`config.mk`:
```
export PLATFORM = sky130hd
export DESIGN_NAME = fifo_axis_drain
export DESIGN_NICKNAME = d
export VERILOG_FILES = /design/src/rtl/aes_stream_pkg.sv /design/src/rtl/axis_skid_buffer.sv /design/src/rtl/fifo_axis_drain.sv
export SDC_FILE = /design/constraint.sdc
export NUM_CORES = 1
export LEC_CHECK = 0
export CAP_MARGIN = 10
export CORE_ASPECT_RATIO = 0.75
export CORE_MARGIN = 2
export CORE_UTILIZATION = 30
export CTS_BUF_LIST = sky130_fd_sc_hd__clkbuf_8 sky130_fd_sc_hd__clkbuf_16
export CTS_CLUSTER_SIZE = 8
export DETAILED_ROUTE_END_ITERATION = 8
export PLACE_DENSITY = 0.5
export SLEW_MARGIN = 10
export SYNTH_ARGS = -nofsm -noshare
export SYNTH_HDL_FRONTEND = slang
export SYNTH_SLANG_ARGS = --single-unit
```
`constraint.sdc`:
```
create_clock -name clk -period 5.5 [get_ports clk]
set_input_delay 1.65 -clock clk [delete_from_list [all_inputs] [get_ports clk]]
set_output_delay 1.65 -clock clk [all_outputs]
set_load 0.03 [all_outputs]
```
`src/rtl/aes_stream_pkg.sv`:
```
// Shared types and constants for the AES result stream path.
package aes_stream_pkg;

  // Drain FSM encoding
  typedef enum logic [1:0] {
    DRAIN_IDLE   = 2'd0,
    DRAIN_STREAM = 2'd1,
    DRAIN_FLUSH  = 2'd2
  } drain_state_e;

  // Skid buffer depth and the width needed to count 0..SKID_DEPTH entries
  localparam int SKID_DEPTH = 2;
  localparam int OCC_W      = $clog2(SKID_DEPTH + 1);
  localparam int IDX_W      = $clog2(SKID_DEPTH);

endpackage

```
`src/rtl/axis_skid_buffer.sv`:
```
// Small in-order buffer presenting pushed words as an AXI4-Stream master.
// The producer is responsible for never pushing into a full buffer.
module axis_skid_buffer
  import aes_stream_pkg::*;
#(
  parameter int DATA_WIDTH = 128
) (
  input  logic                  clk,
  input  logic                  reset,
  input  logic                  push,
  input  logic [DATA_WIDTH-1:0] push_data,
  output logic [OCC_W-1:0]      occ,
  output logic [DATA_WIDTH-1:0] m_axis_tdata,
  output logic                  m_axis_tvalid,
  input  logic                  m_axis_tready
);

  logic [SKID_DEPTH-1:0][DATA_WIDTH-1:0] ent;
  logic                                  pop;
  logic [IDX_W-1:0]                      wr_idx;

  assign m_axis_tvalid = (occ != '0);
  assign m_axis_tdata  = ent[0];
  assign pop           = m_axis_tvalid & m_axis_tready;
  // A same-cycle pop shifts everything down, so the write slot moves with it
  assign wr_idx        = IDX_W'(occ - OCC_W'(pop));

  // Entry storage and occupancy; head stays put until its handshake
  always_ff @(posedge clk or negedge reset) begin
    if (!reset) begin
      ent <= '0;
      occ <= '0;
    end else begin
      if (pop) begin
        for (int i = 0; i < SKID_DEPTH - 1; i++) ent[i] <= ent[i+1];
      end
      if (push) ent[wr_idx] <= push_data;
      occ <= occ + OCC_W'(push) - OCC_W'(pop);
    end
  end

endmodule

```
`src/rtl/fifo_axis_drain.sv`:
```
// Drains a length-commanded packet from the result FIFO (1-cycle read
// latency) onto an AXI4-Stream master with tlast, via a 2-entry skid buffer.
module fifo_axis_drain
  import aes_stream_pkg::*;
#(
  parameter int DATA_WIDTH = 128,
  parameter int LEN_WIDTH  = 9
) (
  input  logic                  clk,
  input  logic                  reset,
  input  logic [LEN_WIDTH-1:0]  cmd_len,
  input  logic                  cmd_valid,
  output logic                  cmd_ready,
  input  logic [DATA_WIDTH-1:0] fifo_rdata,
  input  logic                  fifo_empty,
  input  logic                  fifo_ready,
  output logic                  fifo_read_e,
  output logic [DATA_WIDTH-1:0] m_axis_tdata,
  output logic                  m_axis_tvalid,
  input  logic                  m_axis_tready,
  output logic                  m_axis_tlast,
  output logic                  busy,
  output logic                  done
);

  drain_state_e         state, state_nxt;
  logic [LEN_WIDTH-1:0] rd_left, beat_left;
  logic [OCC_W-1:0]     occ;
  logic                 inflight;
  logic                 live;
  logic                 hs;
  logic                 credit_ok;
  logic                 cmd_acc;

  assign hs           = m_axis_tvalid & m_axis_tready;
  assign m_axis_tlast = m_axis_tvalid & (beat_left == LEN_WIDTH'(1));
  assign cmd_acc      = cmd_valid & cmd_ready;
  // Words already buffered plus the one returning from the FIFO this cycle
  assign credit_ok    = ((OCC_W+1)'(occ) + (OCC_W+1)'(inflight)) < (OCC_W+1)'(SKID_DEPTH);

  // Next-state and command/read strobes
  always_comb begin
    state_nxt   = state;
    cmd_ready   = 1'b0;
    fifo_read_e = 1'b0;
    busy        = 1'b0;
    case (state)
      DRAIN_IDLE: begin
        cmd_ready = live;
        if (cmd_valid && live && cmd_len != '0) state_nxt = DRAIN_STREAM;
      end
      DRAIN_STREAM: begin
        busy        = 1'b1;
        fifo_read_e = (rd_left != '0) & ~fifo_empty & fifo_ready & credit_ok;
        if (rd_left == '0 || (rd_left == LEN_WIDTH'(1) && fifo_read_e)) state_nxt = DRAIN_FLUSH;
      end
      DRAIN_FLUSH: begin
        // busy falls in the same cycle done pulses
        busy = (beat_left != '0);
        if (beat_left == '0) state_nxt = DRAIN_IDLE;
      end
      default: state_nxt = DRAIN_IDLE;
    endcase
  end

  // State register; live holds cmd_ready low until the first cycle out of reset
  always_ff @(posedge clk or negedge reset) begin
    if (!reset) begin
      state <= DRAIN_IDLE;
      live  <= 1'b0;
    end else begin
      state <= state_nxt;
      live  <= 1'b1;
    end
  end

  // Read/beat counters, read-in-flight flag and done pulse
  always_ff @(posedge clk or negedge reset) begin
    if (!reset) begin
      rd_left   <= '0;
      beat_left <= '0;
      inflight  <= 1'b0;
      done      <= 1'b0;
    end else begin
      inflight <= fifo_read_e;
      done     <= (hs & m_axis_tlast) | (cmd_acc & (cmd_len == '0));
      if (cmd_acc && cmd_len != '0) begin
        rd_left   <= cmd_len;
        beat_left <= cmd_len;
      end else begin
        if (fifo_read_e) rd_left   <= rd_left - LEN_WIDTH'(1);
        if (hs)          beat_left <= beat_left - LEN_WIDTH'(1);
      end
    end
  end

  axis_skid_buffer #(
    .DATA_WIDTH(DATA_WIDTH)
  ) u_skid (
    .clk          (clk),
    .reset        (reset),
    .push         (inflight),
    .push_data    (fifo_rdata),
    .occ          (occ),
    .m_axis_tdata (m_axis_tdata),
    .m_axis_tvalid(m_axis_tvalid),
    .m_axis_tready(m_axis_tready)
  );

endmodule

```
Word level (Yosys, flattened, before mapping)
Cells that the tools add are included.
{"block": "classes", "add_sub_neg": 6, "magnitude_cmp": 3, "n_eq_ne": 7, "mux": 16, "n_bitwise": 10, "n_reduce_logical": 17}
{"operator": "$mux 128", "count": 3}
{"operator": "$bwmux 256", "count": 1}
{"operator": "$demux 128 s1", "count": 1}
{"operator": "$mux 9", "count": 4}
{"operator": "$logic_not 9->1", "count": 3}
{"operator": "$reduce_bool 9->1", "count": 3}
{"operator": "$eq 9x1->1 const B", "count": 2}
{"operator": "$sub 9x1->9 const B", "count": 2}
{"operator": "$and 1x1->1", "count": 8}
{"operator": "$mux 2", "count": 3}
{"operator": "$ne 2x2->1 const B", "count": 3}
{"operator": "$pmux 2 s3", "count": 1}
{"operator": "$reduce_bool 2->1", "count": 3}
{"operator": "$logic_and 1x1->1", "count": 5}
{"operator": "$add 2x1->3", "count": 1}
{"operator": "$lt 3x2->1 const B", "count": 1}
{"operator": "$reduce_and 3->1", "count": 1}
{"operator": "$add 2x1->2", "count": 1}
{"operator": "$eq 2x1->1 const B", "count": 1}
{"operator": "$eq 2x2->1 const B", "count": 1}
{"operator": "$logic_not 2->1", "count": 1}
{"operator": "$lt 1x2->1 const B", "count": 1}
{"operator": "$mux 1", "count": 2}
{"operator": "$pmux 1 s2", "count": 1}
{"operator": "other kinds (6)", "count": 6}
{"block": "totals", "reg_bits": 281, "inputBits": 143, "output_inout_bits": 134, "elab_cells": 68}

Depth between registers and ports, before layout
{"block": "logic_depth", "ltp_word": 9, "ltp_mapped": 11, "mapped_depth_nobuf": 7}

Modules after synthesis
From an unflattened synthesis, not the netlist that was laid out.
{"block": "hier_totals", "hier_cells": 968, "hier_area_um2": 13426.6}
{"mod": "axis_skid_buffer", "n_inst": 1, "cells_per_inst": 823, "area_each_um2": 12059.1, "seq_area_each_um2": 6456.2}
{"mod": "fifo_axis_drain", "n_inst": 1, "cells_per_inst": 145, "area_each_um2": 1367.6, "seq_area_each_um2": 575.6}

Worst setup path after synthesis
No wires, ideal clock.
{"block": "synth_path", "kind": "input to output", "start": "in fifo_empty", "end": "out fifo_read_e", "arrival_ns": 2.402, "required_ns": 3.850, "path_slack_ns": 1.448, "cell_stages": 5, "path_cell_list": "nor3b_1 and3_1 buf_2 o21ai_2 inv_1"}
{"block": "synth_between", "elab_chain_cells": 5}
{"element": "start, declared", "line_no": "fifo_axis_drain.sv:15", "text": "input logic fifo_empty,"}
{"element": "$not 1->1", "line_no": "fifo_axis_drain.sv:54", "text": "fifo_read_e = (rd_left != '0) & ~fifo_empty & fifo_ready & credit_ok;"}
{"element": "$and 1x1->1 (3 in a row)", "line_no": "fifo_axis_drain.sv:54"}
{"element": "$mux 1", "line_no": "fifo_axis_drain.sv:47", "text": "case (state)"}
{"element": "end, declared", "line_no": "fifo_axis_drain.sv:17", "text": "output logic fifo_read_e,"}
Every way passes these cells.

Worst setup path in the final report
Same ends and word-level chain as after synthesis.

==> results.sh <==
export IMPL_cts_resized=0
export IMPL_cts_tree="done"
export IMPL_remaining_drc_errors=0
export IMPL_hpwl_mm=20.6
export IMPL_totalWireLength_mm=31.6
export IMPL_cpPeakStageDelay_ns=0.67
export IMPL_crit_buf_inv=3
export IMPL_finClkSkew_ns=0.0154
export IMPL_status="finished clean"
export IMPL_r2r_start="u_skid.occ[1]$_DFF_PN0_"
export IMPL_root_buffer="clkbuf_16"
export IMPL_ant_nets=0
export IMPL_crit_type="in -> out"
export IMPL_crit_chain="clkdlybuf4s50_1 > nor3b_1 > and3_1 > o21ai_2 > inv_1 > clkdlybuf4s50_1"
export IMPL_setup_worst_path_start="fifo_empty"
export IMPL_critPathMaxFanout=3
export IMPL_tightest_slew_ns=0.856
export IMPL_crit_path_frequent_cell="clkdlybuf4s50_1"
export IMPL_async_flop_share_pct=100
export IMPL_grt_pass1_wl_mm=49.8
export IMPL_drtIter0Drc=387
export IMPL_routabilityCongestion=0.766
export IMPL_p_comb_share_pct=39.8
export IMPL_start_util_pct=30.2
export IMPL_p_sw_uw=3510
export IMPL_drive_above_1_share_pct=16.0
export IMPL_setup_tns_ns=0
export IMPL_critPathSlowestCell="clkdlybuf4s50_1"
export IMPL_hold_violations=0
export IMPL_clk_pin_slew_worst_paths_ns=0.05
export IMPL_seq_area_frac_synth_pct=54.1
export IMPL_p_sw_share_pct=35.9
export IMPL_synth_xor_area_share_pct=1.14
export IMPL_min_delay_start="u_skid.ent[173]$_DFFE_PN0P_"
export IMPL_cts_max_level=2
export IMPL_maxSlewHeadroom_pct=42.8
export IMPL_power_frac_seq_pct=37.2
export IMPL_synthMuxAreaShare_pct=21.2
export IMPL_fin_nets=1416
export IMPL_p_int_uw=6260
export IMPL_io_pins=277
export IMPL_hold_class="reg -> reg"
export IMPL_via_per_inst=4.50
export IMPL_post_cts_buffers=0
export IMPL_place_worst_setup_slack_ns=0.509
export IMPL_fin_crit_ns=4.99
export IMPL_vias=8290
export IMPL_grt_pass1_vias=8476
export IMPL_endpoint_kind="output pin"
export IMPL_grt_total_usage_pct=14.0
export IMPL_ctsHoldBuffers=0
export IMPL_syn_area_sq_mm=0.0130
export IMPL_maxCapViolCount=0
export IMPL_yosysUniqueCellTypes=42
export IMPL_irDropWorstVdd_mv=0.281
export IMPL_io_buffers=276
export IMPL_pwr_share_clk_pct=23.0
export IMPL_die_area_sq_mm=0.0450
export IMPL_rows=66
export IMPL_setup_viol=0
export IMPL_synth_enable_flop_cells=0
export IMPL_grt_max_degree=88
export IMPL_synth_warnings=0
export IMPL_rsz0062_at_grt="false"
export IMPL_synth_adder_area_share_pct=1.06
export IMPL_cp_top_family="buffers and inverters"
export IMPL_synth_compound_area_share_pct=6.35
export IMPL_die_w_um=244
export IMPL_synth_top_family_by_area="multiplexers"
export IMPL_core_area_sq_mm=0.0430
export IMPL_fp_dieH_um=184
export IMPL_synth_fp_nets=1268
export IMPL_fmax_ghz=0.200
export IMPL_avgSynthCellArea_sq_um=11.7
export IMPL_wl_per_cell_um=17.1
export IMPL_postSynthCellCount=1114
export IMPL_p_leak_uw=0.00685
export IMPL_powerDensity_mw_per_mm2=589
export IMPL_cts_buffers=41
export IMPL_cts_buffer_depth=3
export IMPL_synth_flop_cell="dfrtp_1"
export IMPL_dr_pass1_iters=5
export IMPL_cp_arrival_ns=3.34
export IMPL_yosys_area_share_simple_pct=6.30
export IMPL_finalPower_uw=9760
export IMPL_grt_overflow=0
export IMPL_cts_sinks=281
export IMPL_area_growth_pct=27.5
export IMPL_grt_antenna_before_repair=1
export IMPL_finalCritPeriodShare_pct=90.8
export IMPL_setup_slack_ns=0.507
export IMPL_start_kind="input pin"
export IMPL_fin_util_pct=38.5
export IMPL_ys_ff_latch=281
export IMPL_fill_cells=4199
export IMPL_cp_required_ns=3.85
export IMPL_clock_latency_ns=0.53
export IMPL_slew_viol_final=0
-- power groups by stage --
stage | clock network [uW] | logic [uW] | registers (uW)
after floorplan | 0 | 3150 | 3490
after global placement | 0 | 3900 | 3630
after detailed placement | 0 | 3950 | 3650
after CTS | 2350 | 3960 | 3640
after global routing | 2450 | 4210 | 3770
final | 2250 | 3890 | 3630
-- through the flow --
step	instances	hold WS (ns)	instance area, sq um
after global routing	1843	0.511	16600
after global placement	1797	0.489	15500
after CTS	1843	0.506	16600
final	1844	0.502	16600
after detailed placement	1797	0.496	15500
after floorplan	1114	0.480	13000
-- final timing paths --
kind | slack [ns] | to | cells past startpoint
worst min-delay path | 0.50 | u_skid.ent[173]$_DFFE_PN0P_ | 1
worst max-delay path | 0.51 | fifo_read_e | 6
worst max register to register | 2.54 | u_skid.m_axis_tdata[60]$_DFF_PN0_ | 6
worst min register to register | 0.50 | u_skid.ent[173]$_DFFE_PN0P_ | 1
min in group asynchronous | 1.11 | u_skid.m_axis_tdata[101]$_DFF_PN0_ | 1
max in group asynchronous | 3.29 | u_skid.ent[204]$_DFFE_PN0P_ | 2
-- per-layer routing --
metal	share of wire, %	GRT usage (%)	routed length, um	vias up
li1	-	-	-	3972
met2	44	20.7	13800	204
met4	1.9	3.76	588	2
met5	0.038	0	12	-
met1	47	19.2	14700	4059
met3	7.8	5.13	2460	53
-- area by class of cell --
class / instances / area, sq um / share of cell area (%)
clock inverter: 3 / 21.3 / 0.128
timing repair buffer: 292 / 2980 / 17.9
multi-input combinational: 635 / 4710 / 28.4
clock buffer: 43 / 1080 / 6.49
antenna: 1 / 2.50 / 0.0151
tap: 578 / 723 / 4.36
inverter: 11 / 46.3 / 0.279
sequential: 281 / 7030 / 42.4
-- cells in the final DEF (no fill, tap or decap), types with 5 or more instances in the layout --
cell,instances
o21ai_0,133
buf_12,7
xnor2_1,8
ha_1,10
clkdlybuf4s50_1,275
nand4_1,6
nor3_1,5
mux2_2,129
a21oi_1,16
mux2i_1,129
buf_4,9
nor2_1,17
clkbuf_16,43
xor2_1,9
dfrtp_1,281
nand2_1,135
inv_1,11
-- logic make-up (layout without fill, tap and decap cells) --
kind of cell,count (synthesis),after routing
and+or+nand+nor,187,187
AOI/OAI and AO/OA,160,160
muxes,259,259
xor gates and xnor gates,17,17
adders and majority gates,11,11
DFF,281,281
buffers and inverters,198,349
other,1,2
-- cell usage after synthesis (2+ instances only) --
cell | instances | area (sq um)
nor4_1 | 2 | 12.5
ha_1 | 11 | 138
nor2b_1 | 2 | 12.5
and2_1 | 2 | 12.5
xor2_1 | 9 | 78.8
o21ai_1 | 2 | 10.0
nand3_1 | 4 | 20.0
nand4_1 | 6 | 37.5
nor4_2 | 2 | 25.0
nor2_1 | 17 | 63.8
nand2_1 | 135 | 507
o211ai_1 | 3 | 22.5
buf_2 | 17 | 85.1
o21ai_0 | 133 | 666
a21oi_1 | 16 | 80.1
o21ai_2 | 2 | 17.5
nor3_1 | 5 | 25.0
xnor2_1 | 8 | 70.1
mux2_2 | 129 | 1450
clkbuf_1 | 32 | 120
dfrtp_1 | 281 | 7030
nor3b_1 | 2 | 15.0
inv_1 | 10 | 37.5
buf_4 | 138 | 1040
mux2i_1 | 129 | 1290
-- flip-flops by register name, summed over array words and instances, names as in the netlist --
register,flops
beat_left,9
done,1
inflight,1
live,1
rd_left,9
state,2
u_skid.ent,128
u_skid.m_axis_tdata,128
u_skid.occ,2
Power figures use the tool's default switching activity.
